===== src/rtl/fft_pkg.sv =====
// fft_pkg
// Shared definitions for the radix-2 DIT FFT stage controller and its datapath:
//   - fft_state_t : controller FSM encoding (IDLE, RUN, DRAIN, DONE)
//   - fft_clog2   : ceiling log2 helper for sizing counters
//   - FFT_SIZE, FFT_PIPE_LAT : default address width and butterfly pipeline latency
package fft_pkg;

    localparam int FFT_SIZE     = 8;
    localparam int FFT_PIPE_LAT = 4;

    typedef enum logic [1:0] {
        ST_IDLE  = 2'd0,
        ST_RUN   = 2'd1,
        ST_DRAIN = 2'd2,
        ST_DONE  = 2'd3
    } fft_state_t;

    function automatic int fft_clog2(input int value);
        int result;
        int v;
        result = 0;
        v      = value - 1;
        while (v > 0) begin
            result = result + 1;
            v      = v >> 1;
        end
        return result;
    endfunction

endpackage


===== src/rtl/fft_addr_gen.sv =====
// fft_addr_gen
// Combinational address generator for one radix-2 DIT butterfly.
// Ports:
//   i_stage   in   STAGE_W  stage index s (0..SIZE-1)
//   i_bf      in   SIZE-1   butterfly index b within the stage (0..N/2-1)
//   o_addr_a  out  SIZE     upper-leg data address
//   o_addr_b  out  SIZE     lower-leg data address (o_addr_a + 2**s)
//   o_tw_addr out  SIZE-1   twiddle ROM address
module fft_addr_gen
    import fft_pkg::*;
#(
    parameter int SIZE    = FFT_SIZE,
    parameter int STAGE_W = 3
) (
    input  logic [STAGE_W-1:0] i_stage,
    input  logic [SIZE-2:0]    i_bf,
    output logic [SIZE-1:0]    o_addr_a,
    output logic [SIZE-1:0]    o_addr_b,
    output logic [SIZE-2:0]    o_tw_addr
);

    logic [SIZE-1:0]    w_span;
    logic [SIZE-1:0]    w_bf_ext;
    logic [SIZE-1:0]    w_pos;
    logic [SIZE-1:0]    w_grp;
    logic [SIZE-1:0]    w_tw_full;
    // One bit wider than the stage so s+1 cannot wrap on the last stage.
    logic [STAGE_W:0]   w_grp_sh;
    logic [STAGE_W-1:0] w_tw_sh;

    always_comb begin
        w_span    = SIZE'(1) << i_stage;
        w_bf_ext  = {1'b0, i_bf};
        w_pos     = w_bf_ext & (w_span - SIZE'(1));
        w_grp     = w_bf_ext >> i_stage;
        w_grp_sh  = {1'b0, i_stage} + (STAGE_W+1)'(1);
        w_tw_sh   = STAGE_W'(SIZE-1) - i_stage;
        o_addr_a  = (w_grp << w_grp_sh) | w_pos;
        // bit s of addr_a is always 0, so this add never carries out.
        o_addr_b  = o_addr_a + w_span;
        w_tw_full = w_pos << w_tw_sh;
        o_tw_addr = w_tw_full[SIZE-2:0];
    end

endmodule


===== src/rtl/fft_stage_controller.sv =====
// fft_stage_controller
// Sequences the in-place radix-2 DIT FFT over all SIZE stages: per butterfly it issues
// the A then B read address plus the twiddle address, and drains the butterfly pipeline
// between stages so no read overtakes a pending write-back.
// Ports:
//   clk       in   1        system clock, rising edge
//   rst       in   1        asynchronous active-high reset
//   start     in   1        1-cycle pulse; starts a transform when idle
//   hold      in   1        downstream stall request (sampled before each A read)
//   rd_ptr    out  SIZE     data-memory read address
//   rd_en     out  1        rd_ptr valid this cycle
//   bf_valid  out  1        high on the A-address cycle of each butterfly
//   tw_addr   out  SIZE-1   twiddle ROM address, valid with bf_valid
//   stage     out  STAGE_W  current stage index
//   busy      out  1        transform in progress
//   done      out  1        1-cycle pulse after the final stage drains
module fft_stage_controller
    import fft_pkg::*;
#(
    parameter int SIZE     = FFT_SIZE,
    parameter int PIPE_LAT = FFT_PIPE_LAT,
    parameter int STAGE_W  = 3
) (
    input  logic               clk,
    input  logic               rst,
    input  logic               start,
    input  logic               hold,
    output logic [SIZE-1:0]    rd_ptr,
    output logic               rd_en,
    output logic               bf_valid,
    output logic [SIZE-2:0]    tw_addr,
    output logic [STAGE_W-1:0] stage,
    output logic               busy,
    output logic               done
);

    localparam int                 DRAIN_W    = (fft_clog2(PIPE_LAT) < 1) ? 1 : fft_clog2(PIPE_LAT);
    localparam logic [SIZE-2:0]    BF_LAST    = '1;
    localparam logic [STAGE_W-1:0] STAGE_LAST = STAGE_W'(SIZE-1);
    localparam logic [DRAIN_W-1:0] DRAIN_INIT = DRAIN_W'(PIPE_LAT-1);

    fft_state_t         r_state,   w_state_nxt;
    logic [STAGE_W-1:0] r_stage,   w_stage_nxt;
    logic [SIZE-2:0]    r_bf,      w_bf_nxt;
    logic               r_phase,   w_phase_nxt;
    logic [DRAIN_W-1:0] r_drain,   w_drain_nxt;
    logic [SIZE-1:0]    r_rd_ptr,  w_rd_ptr_nxt;
    logic               r_rd_en,   w_rd_en_nxt;
    logic               r_bf_vld,  w_bf_vld_nxt;
    logic [SIZE-2:0]    r_tw_addr, w_tw_addr_nxt;
    logic               r_busy,    w_busy_nxt;
    logic               r_done,    w_done_nxt;
    // Low for the first edge after reset release so a start held across release is dropped.
    logic               r_armed;

    logic [SIZE-1:0]    w_addr_a;
    logic [SIZE-1:0]    w_addr_b;
    logic [SIZE-2:0]    w_tw_addr;

    fft_addr_gen #(
        .SIZE    (SIZE),
        .STAGE_W (STAGE_W)
    ) u_addr_gen (
        .i_stage   (r_stage),
        .i_bf      (r_bf),
        .o_addr_a  (w_addr_a),
        .o_addr_b  (w_addr_b),
        .o_tw_addr (w_tw_addr)
    );

    always_ff @(posedge clk or posedge rst) begin
        if (rst) begin
            r_state   <= ST_IDLE;
            r_stage   <= '0;
            r_bf      <= '0;
            r_phase   <= 1'b0;
            r_drain   <= '0;
            r_rd_ptr  <= '0;
            r_rd_en   <= 1'b0;
            r_bf_vld  <= 1'b0;
            r_tw_addr <= '0;
            r_busy    <= 1'b0;
            r_done    <= 1'b0;
            r_armed   <= 1'b0;
        end else begin
            r_state   <= w_state_nxt;
            r_stage   <= w_stage_nxt;
            r_bf      <= w_bf_nxt;
            r_phase   <= w_phase_nxt;
            r_drain   <= w_drain_nxt;
            r_rd_ptr  <= w_rd_ptr_nxt;
            r_rd_en   <= w_rd_en_nxt;
            r_bf_vld  <= w_bf_vld_nxt;
            r_tw_addr <= w_tw_addr_nxt;
            r_busy    <= w_busy_nxt;
            r_done    <= w_done_nxt;
            r_armed   <= 1'b1;
        end
    end

    always_comb begin
        w_state_nxt   = r_state;
        w_stage_nxt   = r_stage;
        w_bf_nxt      = r_bf;
        w_phase_nxt   = r_phase;
        w_drain_nxt   = r_drain;
        w_rd_ptr_nxt  = r_rd_ptr;
        w_rd_en_nxt   = 1'b0;
        w_bf_vld_nxt  = 1'b0;
        w_tw_addr_nxt = r_tw_addr;
        w_busy_nxt    = r_busy;
        w_done_nxt    = 1'b0;

        case (r_state)
            ST_IDLE: begin
                if (start && r_armed) begin
                    w_state_nxt = ST_RUN;
                    w_stage_nxt = '0;
                    w_bf_nxt    = '0;
                    w_phase_nxt = 1'b0;
                    w_busy_nxt  = 1'b1;
                end
            end
            ST_RUN: begin
                if (!r_phase) begin
                    // hold only gates the A read, so an issued A is always followed by its B.
                    if (!hold) begin
                        w_rd_ptr_nxt  = w_addr_a;
                        w_rd_en_nxt   = 1'b1;
                        w_bf_vld_nxt  = 1'b1;
                        w_tw_addr_nxt = w_tw_addr;
                        w_phase_nxt   = 1'b1;
                    end
                end else begin
                    w_rd_ptr_nxt = w_addr_b;
                    w_rd_en_nxt  = 1'b1;
                    w_phase_nxt  = 1'b0;
                    if (r_bf == BF_LAST) begin
                        w_state_nxt = ST_DRAIN;
                        w_drain_nxt = DRAIN_INIT;
                    end else begin
                        w_bf_nxt = r_bf + (SIZE-1)'(1);
                    end
                end
            end
            ST_DRAIN: begin
                if (r_drain == '0) begin
                    if (r_stage == STAGE_LAST) begin
                        w_state_nxt = ST_DONE;
                    end else begin
                        w_state_nxt = ST_RUN;
                        w_stage_nxt = r_stage + STAGE_W'(1);
                        w_bf_nxt    = '0;
                        w_phase_nxt = 1'b0;
                    end
                end else begin
                    w_drain_nxt = r_drain - DRAIN_W'(1);
                end
            end
            ST_DONE: begin
                w_done_nxt  = 1'b1;
                w_busy_nxt  = 1'b0;
                w_state_nxt = ST_IDLE;
            end
            default: begin
                w_state_nxt = ST_IDLE;
            end
        endcase
    end

    assign rd_ptr   = r_rd_ptr;
    assign rd_en    = r_rd_en;
    assign bf_valid = r_bf_vld;
    assign tw_addr  = r_tw_addr;
    assign stage    = r_stage;
    assign busy     = r_busy;
    assign done     = r_done;

endmodule


===== config.mk =====
export PLATFORM = sky130hd
export DESIGN_NAME = fft_stage_controller
export DESIGN_NICKNAME = d
export VERILOG_FILES = /design/src/rtl/fft_pkg.sv /design/src/rtl/fft_addr_gen.sv /design/src/rtl/fft_stage_controller.sv
export SDC_FILE = /design/constraint.sdc
export NUM_CORES = 1
export LEC_CHECK = 0
export CORE_MARGIN = 4
export CORE_UTILIZATION = 47
export DETAILED_ROUTE_END_ITERATION = 6
export GPL_ROUTABILITY_DRIVEN = 1
export GPL_TIMING_DRIVEN = 0
export PLACE_DENSITY = 0.7
export SYNTH_ARGS = -nofsm -noshare
export SYNTH_HDL_FRONTEND = slang
export SYNTH_HIERARCHICAL = 1
export SYNTH_SLANG_ARGS = --single-unit

===== constraint.sdc =====
create_clock -name clk -period 3.35 [get_ports clk]
set_clock_uncertainty 0.05 [all_clocks]
set_input_delay 0.67 -clock clk [delete_from_list [all_inputs] [get_ports clk]]
set_output_delay 0.67 -clock clk [all_outputs]
set_load 0.1 [all_outputs]

### Word level (Yosys, flattened, before mapping)

Index checks and enable logic that the tools add are counted.

| cells by class | value |
|---|---|
| eq/ne operators | 13 |
| bitwise operators | 4 |
| mux-type cells | 34 |
| shift-type cells | 4 |
| reductions and logical operators | 15 |
| add/sub/neg operators | 7 |

Operator list:

| operator | count |
|---|---|
| 7-bit two-way mux | 5 |
| 7-bit one-hot mux with 3 select lines | 1 |
| 2-bit two-way mux | 8 |
| 8-bit two-way mux | 2 |
| 4-bit AND reduction | 4 |
| 2-bit != test, second input constant | 7 |
| 1-bit two-way mux | 10 |
| 3-bit two-way mux | 3 |
| 8-bit adder | 1 |
| 7-bit by 8-bit AND with 8-bit output | 1 |
| 8-bit OR | 1 |
| 2-bit one-hot mux with 4 select lines | 1 |
| 1-bit by 3-bit << shifter with 8-bit output, first input constant | 1 |
| 8-bit by 3-bit << shifter with 7-bit output | 1 |
| 8-bit by 4-bit << shifter with 8-bit output | 1 |
| 7-bit by 3-bit right shift with 8-bit output | 1 |
| 8-bit by 1-bit subtractor with 8-bit output, second input constant | 1 |
| 7-bit by 1-bit adder with 7-bit output, second input constant | 1 |
| 7-bit equality test, second input constant | 1 |
| 3-bit one-hot mux with 2 select lines | 1 |
| 6-bit AND reduction | 1 |
| 2-bit nonzero test | 3 |
| 3-bit by 1-bit adder with 4-bit output, second input constant | 1 |
| 2-bit equality test, second input constant | 2 |
| other kinds (15) | 18 |

| storage, ports and cells | value |
|---|---|
| register bits | 35 |
| output and inout port bits | 22 |

### Logic depth before layout (Yosys ltp)

| logic depth | value |
|---|---|
| word-level depth | 6 |
| mapped depth | 18 |
| mapped depth without buffers | 15 |

### Hierarchy

The synthesis kept the hierarchy.

By module, submodules not included:

| module | area each (µm²) | cells each | times used |
|---|---|---|---|
| fft_stage_controller | 1625.3 | 140 | 1 |
| fft_addr_gen | 1117.3 | 162 | 1 |

### Worst setup path before layout

No wires, ideal clock.

| timing path | value |
|---|---|
| path type | register to register |
| start | register r_stage[1] (netlist: stage[1]) |
| end | register r_rd_ptr[7] (netlist: rd_ptr[7]) |
| data required time | 3174 ps |
| setup time | 126 ps |
| arrival time | 4095 ps |
| cell stages (with the launch flop) | 18 |
| path slack | -920 ps |
| cell sequence | dfrtp_1 buf_6 buf_2 buf_2 inv_1 ha_1 clkbuf_2 clkinv_1 mux2i_1 o21ai_0 ha_1 a21o_1 a31oi_1 o21bai_1 o31ai_1 xnor3_1 mux2i_1 a21oi_1 |

| between the ends | value |
|---|---|
| longest elaborated chain between the ends | 6 |
| elaborated cells on any way between the ends | 10 |

RTL lines:

| what | RTL line | text |
|---|---|---|
| start: declaration | fft_stage_controller.sv:43 | `logic [STAGE_W-1:0] r_stage, w_stage_nxt;` |
| start signal: assignment | fft_stage_controller.sv:87 | `r_stage <= w_stage_nxt;` |
| 1-bit by 3-bit << shifter with 8-bit output | fft_addr_gen.sv:32 | `w_span = SIZE'(1) << i_stage;` |
| 8-bit by 1-bit subtractor with 8-bit output | fft_addr_gen.sv:34 | `w_pos = w_bf_ext & (w_span - SIZE'(1));` |
| 7-bit by 8-bit AND with 8-bit output | fft_addr_gen.sv:34 |  |
| 8-bit OR * | fft_addr_gen.sv:38 | `o_addr_a = (w_grp << w_grp_sh) \| w_pos;` |
| via w_addr_a[3] | fft_stage_controller.sv:56 | `logic [SIZE-1:0] w_addr_a;` |
| 8-bit adder * | fft_addr_gen.sv:40 | `o_addr_b = o_addr_a + w_span;` |
| via w_addr_b[7] | fft_stage_controller.sv:57 | `logic [SIZE-1:0] w_addr_b;` |
| 8-bit two-way mux * | fft_stage_controller.sv:125 | `if (!r_phase) begin` |
| end signal: assignment | fft_stage_controller.sv:91 | `r_rd_ptr <= w_rd_ptr_nxt;` |
| end: declaration | fft_stage_controller.sv:47 | `logic [SIZE-1:0] r_rd_ptr, w_rd_ptr_nxt;` |

Mark *: on every way through the listed nets, which the timed path passes. The rest lies on a longest branch. The select of a mux whose other input is x is not followed.
A chain may end at the register's enable or synchronous reset.

### Worst setup path after layout

Same ends and word-level chain as after synthesis.

==> flow_metrics.tcl <==
set metrics [dict create \
    status "finished with violations" \
    violations "setup timing" \
    syn_area_um2 2740 \
    cp_max_fo 6 \
    holdPathEnd "r_drain[0]" \
    ir_worst_vdd_mv 0.667 \
    finalPower_mw 3.29 \
    core_region_area_um2 5570 \
    start_kind "flip-flop" \
    critical-path-top-delay-family "compound AO/OA/AOI/OAI gates" \
    hold_violations 0 \
    hold_class "flip-flop to flip-flop" \
    io_pins 26 \
    drive_gt1_share_pct 28.3 \
    design_area_um2 3640 \
    slowest_stage "dfrtp_4" \
    cpPeakStageDelay_ns 0.51 \
    drt_iter0_drc 229 \
    mostFrequentLayoutCells "dfrtp_1 (31), buf_4 (26), clkdlybuf4s50_1 (25)" \
    worstMarginPinSlew_ns 0.983 \
    relSlewSlack_pct 34.2 \
    drc_errors 0 \
    period_share_pct 101 \
    fill_cells 464 \
    leakage_nw 1.58 \
    fmax_mhz 296 \
    die_y_um 84.4 \
    synth_top_area_share_pct 31.9 \
    reg2reg_depth 18 \
    rows 27 \
    io_buffers 25 \
    timing.final.ws_setup_ns -0.0317 \
    n_antenna_cell 0 \
    cts_tree "yes" \
    cts_max_path_buffers 2 \
    cap_violations 0 \
    cp-end-kind "flip-flop" \
    wl_per_cell_um 17.1 \
    rsz0062_at_grt "true" \
    cts_sinks 35 \
    async_flop_share_pct 100 \
    synth_edf_count 0 \
    vias 2591 \
    dpl_cell_area_um2 3210 \
    r2r_end "rd_ptr[7]" \
    ys_warn_count 6 \
    antenna_found_initial 0 \
    syn_inst 302 \
    fin_crit_ns 3.38 \
    clockRootBuffer "clkbuf_8" \
    gr-usage-all-layers_pct 19.9 \
    final_common_cell "dfrtp_1" \
    grt-ovfl-total 0 \
    synth_nets 324 \
    die_x_um 84.4 \
    ant_nets 0 \
    reg2reg_slack_ns -0.03 \
    r2r_start "stage[1]" \
    gp_congestion 0.877 \
    cp_data_arrival_time_ns 3.50 \
    synth_ff_type "dfrtp_1" \
    crit_chain "buf_8 -> buf_8 -> buf_8 -> inv_8 -> ha_4 -> nor3_4 -> o21a_1 -> nor2_2 -> nand2_1 -> o21ai_2 -> ha_1 -> a21o_1 -> a31oi_2 -> o21bai_2 -> o31ai_2 -> xnor3_1 -> mux2i_1 -> a21oi_1" \
    hold_buffers 0 \
    grt_first_pass_wirelength_um 11500 \
    clock_latency_ns 0.29 \
    critical_path_class "flip-flop to flip-flop" \
    area_growth_pct 32.6 \
    cts_buffers 5 \
    p_per_area_nw_per_um2 905 \
    crit_required_ns 3.47 \
    drtPass1Iterations 5 \
    initial_core_util_pct 49.2 \
    grt_pass1_vias 2386 \
    netlist_top_cells_area "dfrtp_1 (32%), ha_1 (7.8%), mux2i_1 (7.7%)" \
    hp-start "r_drain[0]" \
    ys_seq_elements 35 \
    clkTransAtPathRegs_ns 0.08 \
    avgSynthCellArea_um2 9.08 \
    regArea_um2 888 \
    final_max_slew_viol_count 0 \
    critical_path_buf_inv_count 4 \
    synth_cell_types 64 \
    grt_max_degree 36 \
    yosysTopAreaCell "dfrtp_1" \
    setup_violations 1 \
    yosysSeqAreaShare_pct 31.9 \
    final_nets 382 \
    whs_path_depth 1 \
    postRouteWirelength_um 7430 \
    dpl.hpwl_um 4940 \
    die_area_um2 7120 \
    h-tree-depth 2 \
    multi_input_area_um2 1890 \
    via_per_inst 5.98 \
    cp_common_cell "buf_8" \
]
report_power, final:
| part | internal, mW | switching [mW] |
|---|---|---|
| sequential | 0.530 | 0.134 |
| clock | 0.168 | 0.158 |
| combinational | 0.949 | 1.35 |
registers in the layout (all words and copies together) (netlist names):
signal	cells
r_phase	1
bf_valid	1
rd_ptr	8
r_armed	1
tw_addr	7
rd_en	1
r_drain	2
stage	3
r_state	2
r_bf	7
done	1
busy	1
layout make-up:
| cell class | instances | area share, % |
|---|---|---|
| clock buffers | 6 | 2.27 |
| well taps | 72 | 2.48 |
| plain buffers | 16 | 3.68 |
| repair buffers | 52 | 12.7 |
| multi-input cells | 237 | 51.9 |
| clock inverters | 2 | 0.447 |
| inverters | 13 | 2.10 |
| flip-flops and latches | 35 | 24.4 |
cell usage after synthesis, types with 3 or more instances:
master	instances
nand2b_1	5
a21oi_1	19
mux2i_1	21
ha_1	17
dfrtp_1	35
buf_2	9
nand2_1	15
nand3_1	16
nor2b_1	8
nor3_1	4
and3_1	6
o31ai_1	6
mux2_2	8
nand3b_1	4
inv_1	10
xnor2_1	4
xor2_1	4
o21ai_0	18
a21o_1	4
nor2_1	24
o221ai_1	3
clkbuf_1	4
and2_1	4
cells by family after synthesis:
| logic type | after synthesis | synth area share [%] |
|---|---|---|
| XOR/XNOR | 9 | 3.38 |
| AND/OR/NAND/NOR | 95 | 18.3 |
| AO/OA/AOI/OAI | 85 | 21.7 |
| other | 1 | 0.137 |
| multiplexers | 29 | 10.9 |
| flip-flops | 35 | 31.9 |
| adder cells (fa/ha/maj) | 18 | 8.49 |
| buffers and inverters | 30 | 5.11 |
worst max-delay path by stage:
stage	from	end	cells after the start
floorplan	stage[1]	rd_ptr[7]	18
finish	stage[1]	rd_ptr[7]	18
global route	stage[1]	rd_ptr[7]	18
CTS	stage[0]	rd_ptr[7]	17
detailed placement	stage[1]	rd_ptr[7]	17
global placement	stage[1]	rd_ptr[7]	17
stage by stage:
step	util [%]	setup WS (ns)	hold WS [ns]	TNS, ns	cells
6_report	65.3	-0.0317	0.426	-0.0317	433
5_1_grt	65.3	-0.154	0.449	-0.183	433
4_1_cts	61.9	0.000842	0.428	0	423
3_5_place_dp	57.6	-0.253	0.420	-0.412	399
3_3_place_gp	57.6	-0.250	0.413	-0.382	399
2_1_floorplan	-	-0.0750	0.394	-0.106	302
routing by layer:
layer	GRT usage [%]	routed length (um)	up-vias
met2	34.4	3770	98
met3	3.63	338	30
met1	25.2	3090	1245
li1	-	-	1218
met5	0	0	-
met4	6.33	224	0
repair_timing:
action	4_1_cts	5_1_grt
buffers inserted	17	10
gates cloned	0	0
setup endpoints to repair	2	4
pin swaps	5	13
hold endpoints to repair	0	0
resized for setup	11	28
No activity file was read; power rests on OpenSTA's default activity.
